<file path="config.mk">
export PLATFORM = sky130hd
export DESIGN_NAME = level_manager
export DESIGN_NICKNAME = d
export VERILOG_FILES = /design/src/rtl/level_manager.sv
export SDC_FILE = /design/constraint.sdc
export NUM_CORES = 1
export LEC_CHECK = 0
export CORE_ASPECT_RATIO = 1.4
export CORE_MARGIN = 2
export CORE_UTILIZATION = 44
export DETAILED_ROUTE_END_ITERATION = 8
export MAX_ROUTING_LAYER = met4
export PLACE_DENSITY_LB_ADDON = 0.12
export SLEW_MARGIN = 30
export SYNTH_ARGS = -nofsm -noshare
export SYNTH_HDL_FRONTEND = slang
export SYNTH_SLANG_ARGS = --single-unit
</file>
<file path="constraint.sdc">
create_clock -name clk -period 3.4 [get_ports clk]
set_clock_uncertainty 0.1 [all_clocks]
set_input_delay 0.34 -clock clk [delete_from_list [all_inputs] [get_ports clk]]
set_output_delay 0.34 -clock clk [all_outputs]
set_load 0.05 [all_outputs]
</file>
<file path="src/rtl/level_manager.sv">
// level_manager: game FSM tracking level, lives, death/win pause and per-lane car speeds
module level_manager #(
    parameter int NUM_LANES   = 11,
    parameter int SPEED_W     = 4,
    parameter int MAX_LEVEL   = 8,
    parameter int START_LIVES = 3,
    parameter int FLASH_TICKS = 50
) (
    input  logic                         clk,
    input  logic                         reset,
    input  logic                         tick,
    input  logic                         death_collision,
    input  logic                         win_collision,
    input  logic                         start,
    input  logic [NUM_LANES*SPEED_W-1:0] lane_base_speed,
    output logic [NUM_LANES*SPEED_W-1:0] lane_speed,
    output logic [3:0]                   current_level,
    output logic [1:0]                   lives,
    output logic [1:0]                   game_state,
    output logic                         round_reset,
    output logic                         flash
);
    localparam int CW = $clog2(FLASH_TICKS + 1);
    localparam int EW = SPEED_W + 4;

    typedef enum logic [1:0] {PLAY, DEATH, WIN, OVER} state_t;

    state_t                       state, state_n;
    logic [3:0]                   level_n, spd_level;
    logic [1:0]                   lives_n;
    logic [CW-1:0]                cnt, cnt_n;
    logic                         flash_n;
    logic [NUM_LANES*SPEED_W-1:0] speed_n;

    assign game_state  = state;
    assign round_reset = (state != PLAY);
    // speeds follow the registered level; during reset they are reloaded for level 1
    assign spd_level   = reset ? 4'd1 : current_level;

    for (genvar i = 0; i < NUM_LANES; i++) begin : g_lane
        logic [EW-1:0] b, d;
        assign b = EW'(lane_base_speed[i*SPEED_W +: SPEED_W]);
        assign d = b - EW'(spd_level);
        assign speed_n[i*SPEED_W +: SPEED_W] = (b > EW'(spd_level)) ? d[SPEED_W-1:0] : SPEED_W'(1);
    end

    // next-state: collisions in PLAY, tick-paced pause in DEATH/WIN, restart in OVER
    always_comb begin
        state_n = state;
        level_n = current_level;
        lives_n = lives;
        cnt_n   = cnt;
        flash_n = flash;
        if (state == PLAY) begin
            flash_n = 1'b0;
            if (death_collision || win_collision) begin
                state_n = death_collision ? DEATH : WIN;
                cnt_n   = CW'(FLASH_TICKS);
            end
        end else if (state == OVER) begin
            flash_n = 1'b0;
            if (start) begin
                state_n = PLAY;
                level_n = 4'd1;
                lives_n = 2'(START_LIVES);
            end
        end else if (tick) begin
            flash_n = ~flash;
            cnt_n   = (cnt != '0) ? cnt - CW'(1) : '0;
            if (cnt <= CW'(1)) begin
                flash_n = 1'b0;
                cnt_n   = '0;
                if (state == DEATH) begin
                    state_n = (lives <= 2'd1) ? OVER : PLAY;
                    lives_n = (lives != 2'd0) ? lives - 2'd1 : 2'd0;
                end else begin
                    state_n = PLAY;
                    level_n = (current_level >= 4'(MAX_LEVEL)) ? 4'd1 : current_level + 4'd1;
                end
            end
        end
    end

    // game state registers with synchronous reset
    always_ff @(posedge clk) begin
        if (reset) begin
            state         <= PLAY;
            current_level <= 4'd1;
            lives         <= 2'(START_LIVES);
            cnt           <= '0;
            flash         <= 1'b0;
        end else begin
            state         <= state_n;
            current_level <= level_n;
            lives         <= lives_n;
            cnt           <= cnt_n;
            flash         <= flash_n;
        end
    end

    // registered effective lane speeds
    always_ff @(posedge clk) begin
        lane_speed <= speed_n;
    end
endmodule

</file>
== Yosys cells after proc, flatten, opt, wreduce, memory -nomap -nowiden ==
Cells that the tools add are included.
Word-level totals
  output and inout port bits: 54
  bits in registers: 59
  word-level logic and storage cells: 98
  input port bits: 50
Cells by class
  equality and inequality tests: 7
  bitwise logic cells: 2
  add/subtract/negate cells: 14
  magnitude comparators: 14
  muxes and demuxes: 29
  reduce and logical (&&, ||, !) cells: 16
Operator list (number)
  $gt 4x4->1: 11
  $sub 4x4->4: 11
  $mux 6: 6
  $mux 2: 15
  $mux 4: 7
  $reduce_bool 2->1: 6
  $reduce_and 5->1: 2
  $le 6x1->1 const B: 1
  $ne 2x2->1 const B: 3
  $reduce_bool 3->1: 2
  $reduce_bool 6->1: 1
  $sub 6x1->6 const B: 1
  $add 4x1->4 const B: 1
  $ge 4x4->1 const B: 1
  $reduce_and 4->1: 1
  $ne 3x3->1 const B: 1
  $reduce_and 3->1: 1
  $reduce_or 3->1: 1
  $eq 2x1->1 const B: 1
  $eq 2x2->1 const B: 1
  $le 2x1->1 const B: 1
  $logic_not 2->1: 1
  $ne 2x1->1 const B: 1
  $not 1->1: 2
  other kinds (3): 3

== Depth between registers and ports, before layout ==
  word-level depth: 7
  depth in mapped cells: 9
  gate-level depth less buffers: 8

== Worst setup path before layout ==
No wires, ideal clock.
  path type: reg-to-reg
  from: register current_level[1]
  to: register lane_speed[37]
  required time: 3.185 ns
  buffers on the path: 0
  path slack: 0.587 ns
  stages on the path, launching flop included: 7
  arrival time: 2.599 ns
  clock period less this slack: 2.813 ns
  library setup time: 0.115 ns
  cell sequence: dfxtp_1 -> nand2b_1 -> fa_1 -> a21o_1 -> a21oi_1 -> a41oi_1 -> and2_1
On the way
  cells in the longest elaborated chain, start to end: 2
  elaborated cells between the ends (all ways): 3
  classes of those cells: add/sub: 1; order compare: 1; mux: 1
RTL lines
  from (decl): line 17  | output logic [3:0] current_level,
  from (signal assigned): line 94  | current_level <= level_n;
  $mux 4 (*): line 38  | assign spd_level = reset ? 4'd1 : current_level;
  $sub 4x4->4 / $gt 4x4->1 (equally long branches): line 43, 44
  to (signal assigned): line 103  | lane_speed <= speed_n;
  to (decl): line 16  | output logic [NUM_LANES*SPEED_W-1:0] lane_speed,
Every way passes the cells marked *; elsewhere a longest branch is shown, timed or not.
A chain may end at the register's enable or synchronous reset.

== Final worst setup path ==
  from: register state[0] (netlist: game_state[0])
  to: output port round_reset
On the way
  cells in the longest elaborated chain, start to end: 1
RTL lines
  from (decl): line 28  | state_t state, state_n;
  from (signal assigned): line 93  | state <= state_n;
  $reduce_bool 2->1: line 36  | assign round_reset = (state != PLAY);
  to (decl): line 20  | output logic round_reset,
No other way between the ends.

==> flow_metrics.py <==
metrics = {
    "clock_network": {
        "cts_resized": 0,
        "postCtsSetupRepairBufs": 0,
        "worstSkewPairLatency_ns": 0.33,
        "postCtsHoldBufs": 0,
        "htreeDepth": 3,
        "numCtsBuffers": 9,
        "cts_tree": "built",
        "clockBufferDepth": 2,
        "clkTransAtPathRegs_ns": 0.05,
        "cts_root_buf": "clkbuf_16",
        "clock_sinks": 59,
    },
    "cells_and_area": {
        "layout.cells.non_filler": 604,
        "final_nets": 610,
        "layout-drive-gt1-share_pct": 4.78,
        "fillCellCount": 718,
        "syn2layout_area_growth_pct": 40.6,
        "n_antenna_cell": 0,
    },
    "die": {
        "start_util_pct": 44.9,
        "num_rows": 39,
        "io_pins": 104,
        "die_x_um": 80.6,
        "coreArea_um2": 8050,
        "die_y_um": 111,
        "dieArea_um2": 8960,
    },
    "timing": {
        "rsz0062_at_grt": "false",
        "period_minus_slack_ns": 2.61,
        "min_period_over_period_pct": 76.8,
        "setup_viol": 0,
        "fin_setup_tns_ns": 0,
        "finalHoldViolCount": 0,
        "relSlewSlack_pct": 51.6,
        "worst_pin_slew_ns": 0.725,
        "clock.fmax_ghz": 0.383,
        "drv_slew": 0,
    },
    "yosys": {
        "synth_nets": 493,
        "synth_cell_types": 46,
        "syn_avg_cell_area_um2": 9.48,
        "synth-warning-count": 0,
        "synth_area_um2": 3610,
        "synth-seq-cells": 59,
        "synth_cells": 381,
        "ys_seq_area_share_pct": 32.7,
    },
    "setup_path": {
        "crit_arrival_ns": 2.17,
        "worst_setup_path_end_kind": "primary output",
        "cp_max_fo": 11,
        "ff2ff_path_depth": 9,
        "critPathLaunch": "game_state[0]",
        "r2r_end": "lane_speed[9]",
        "r2r_start": "current_level[0]",
        "rrSetupSlack_ns": 1.12,
        "start_kind": "register",
        "criticalPathCategory": "reg -> out",
        "worst-endpoint-required_ns": 2.96,
        "critPathCapture": "round_reset",
    },
    "drt": {
        "routed_wl_mm": 8.63,
        "first_iter_violations": 82,
        "vias": 3178,
        "wl_per_cell_um": 14.3,
        "drc": 0,
        "routed_via_density": 5.26,
        "final_antenna_net_count": 0,
        "firstDrtPassIters": 4,
    },
    "global_routing": {
        "grt_max_degree": 13,
        "grt_pass1_wl_mm": 14.3,
        "grt_pass1_vias": 3195,
        "antenna_found_initial": 0,
        "grtUsageTotal_pct": 21.3,
        "gr-total-overflow": 0,
    },
    "placed_design": {
        "dp_hpwl_mm": 6.70,
        "placed_cells": 589,
        "gp_congestion": 0.856,
        "portBuffers": 103,
    },
    "worst_hold_path": {
        "hold_class": "reg -> reg",
    },
    "pwr": {
        "pwr-share-comb_pct": 47.6,
        "p_clk_share_pct": 25.1,
        "leakage_nw": 2.18,
        "seq_power_share_pct": 27.3,
        "power_switching_mw": 1.39,
        "p_int_mw": 2.00,
        "switching_share_pct": 41.0,
        "vdd_ir_drop_max_mv": 0.466,
        "p_per_area_nw_per_um2": 667,
    },
    "status": {
        "status": "completed",
    },
    "job": {
        "cap_violations": 0,
    },
}
[synth_stat cells, drive strengths merged]
| cell | instances | area [um2] |
|---|---|---|
| or3b | 1 | 8.76 |
| a21o | 11 | 82.6 |
| ha | 51 | 638 |
| a41oi | 11 | 96.3 |
| nor3 | 14 | 70.1 |
| o41ai | 2 | 25.0 |
| o21ai | 16 | 83.8 |
| inv | 42 | 158 |
| nor2b | 11 | 68.8 |
| and2 | 11 | 68.8 |
| nand4 | 1 | 6.26 |
| nor3b | 13 | 97.6 |
| nand2 | 18 | 67.6 |
| nor4 | 3 | 31.3 |
| dfxtp | 59 | 1180 |
| or2 | 3 | 18.8 |
| o21a | 1 | 7.51 |
| a31o | 1 | 8.76 |
| a22o | 2 | 17.5 |
| buf | 1 | 5.00 |
| a311oi | 2 | 17.5 |
| a21oi | 20 | 100 |
| o22ai | 1 | 6.26 |
| nand3b | 1 | 7.51 |
| fa | 11 | 220 |
| o2bb2ai | 1 | 8.76 |
| a21boi | 13 | 97.6 |
| mux2i | 1 | 10.0 |
| nand3 | 2 | 10.0 |
| xnor2 | 11 | 96.3 |
| a41o | 11 | 110 |
| nand2b | 8 | 50.1 |
| nor4b | 1 | 8.76 |
| clkbuf | 1 | 3.75 |
| o32ai | 1 | 8.76 |
| or3 | 2 | 12.5 |
| a31oi | 2 | 12.5 |
| o31ai | 2 | 15.0 |
| or4 | 1 | 11.3 |
| nor2 | 17 | 63.8 |
[placed cells by master, fill, tap and decap left out, drive strengths merged, types with 11 or more instances in the layout]
cell / synthesis / final
a21boi: 13 / 13
a21o: 11 / 11
a21oi: 20 / 20
a41o: 11 / 11
a41oi: 11 / 11
and2: 11 / 11
clkbuf: 1 / 13
clkdlybuf4s50: 0 / 103
dfxtp: 59 / 59
fa: 11 / 11
ha: 51 / 51
inv: 42 / 42
nand2: 18 / 18
nor2: 17 / 17
nor2b: 11 / 11
nor3: 14 / 14
nor3b: 13 / 13
o21ai: 16 / 16
xnor2: 11 / 11
[state kept, by name (all words and copies together), names as in the netlist]
| register | cells |
|---|---|
| cnt | 6 |
| current_level | 4 |
| flash | 1 |
| game_state | 2 |
| lane_speed | 44 |
| lives | 2 |
[worst min-delay path by stage]
stage | startpoint | endpoint | slack, ns | depth (start not counted)
after floorplan | cnt[1] | cnt[1] | 0.35 | 2
after global placement | flash | flash | 0.37 | 2
after detailed placement | cnt[1] | cnt[1] | 0.38 | 2
after CTS | cnt[1] | cnt[1] | 0.39 | 2
after global routing | flash | flash | 0.40 | 2
final | cnt[1] | cnt[1] | 0.38 | 2
[worst max-delay path, cell delays in order (launching register included)]
cell	delay, ns
dfxtp_1	0.41
inv_1	0.07
ha_1	0.33
inv_1	0.21
clkdlybuf4s50_1	0.83
[area by class of cell]
cell class / count / area, um2 / area share (%)
Timing Repair Buffer: 108 / 1070 / 21.0
Inverter: 42 / 158 / 3.10
Clock buffer: 13 / 270 / 5.32
Sequential cell: 59 / 1180 / 23.3
Clock inverter: 2 / 10.0 / 0.197
Tap cell: 102 / 128 / 2.51
Multi-Input combinational cell: 278 / 2260 / 44.6
[logic make-up after synthesis]
group | share of synthesized area (%)
compound gates | 19.3
xor+xnor | 2.67
fa+ha+maj | 23.8
buf+inv | 4.61
flops | 32.7
mux | 0.277
simple gates | 16.7
[layer usage]
layer | GRT usage, % | vias up | share of wire, %
met3 | 4.48 | 15 | 4.3
met4 | 9.04 | 0 | 2.0
li1 | - | 1607 | -
met5 | - | - | 0
met2 | 36.2 | 65 | 52
met1 | 23.7 | 1491 | 42
[per-stage QoR]
stage               hold slack (ns)  utilization (%)  area [um2]  setup WS [ns]  power [mW]
global placement              0.371             59.6        4800          0.713        2.52
finish                        0.384             63.1        5080          0.788        3.39
CTS                           0.388             63.1        5080          0.780        3.41
detailed placement            0.381             59.6        4800          0.660        2.55
floorplan                     0.354                -        3610          0.587        2.05
global route                  0.404             63.1        5080          0.710        3.58
[power groups by stage]
stage	registers [mW]	clock network [mW]	logic, mW
after floorplan	1.35	0	0.698
after global placement	0.934	0	1.59
after detailed placement	0.939	0	1.61
after CTS	0.925	0.870	1.62
after global routing	0.941	0.896	1.75
final	0.925	0.849	1.61
No activity file was read; power rests on OpenSTA's default activity.
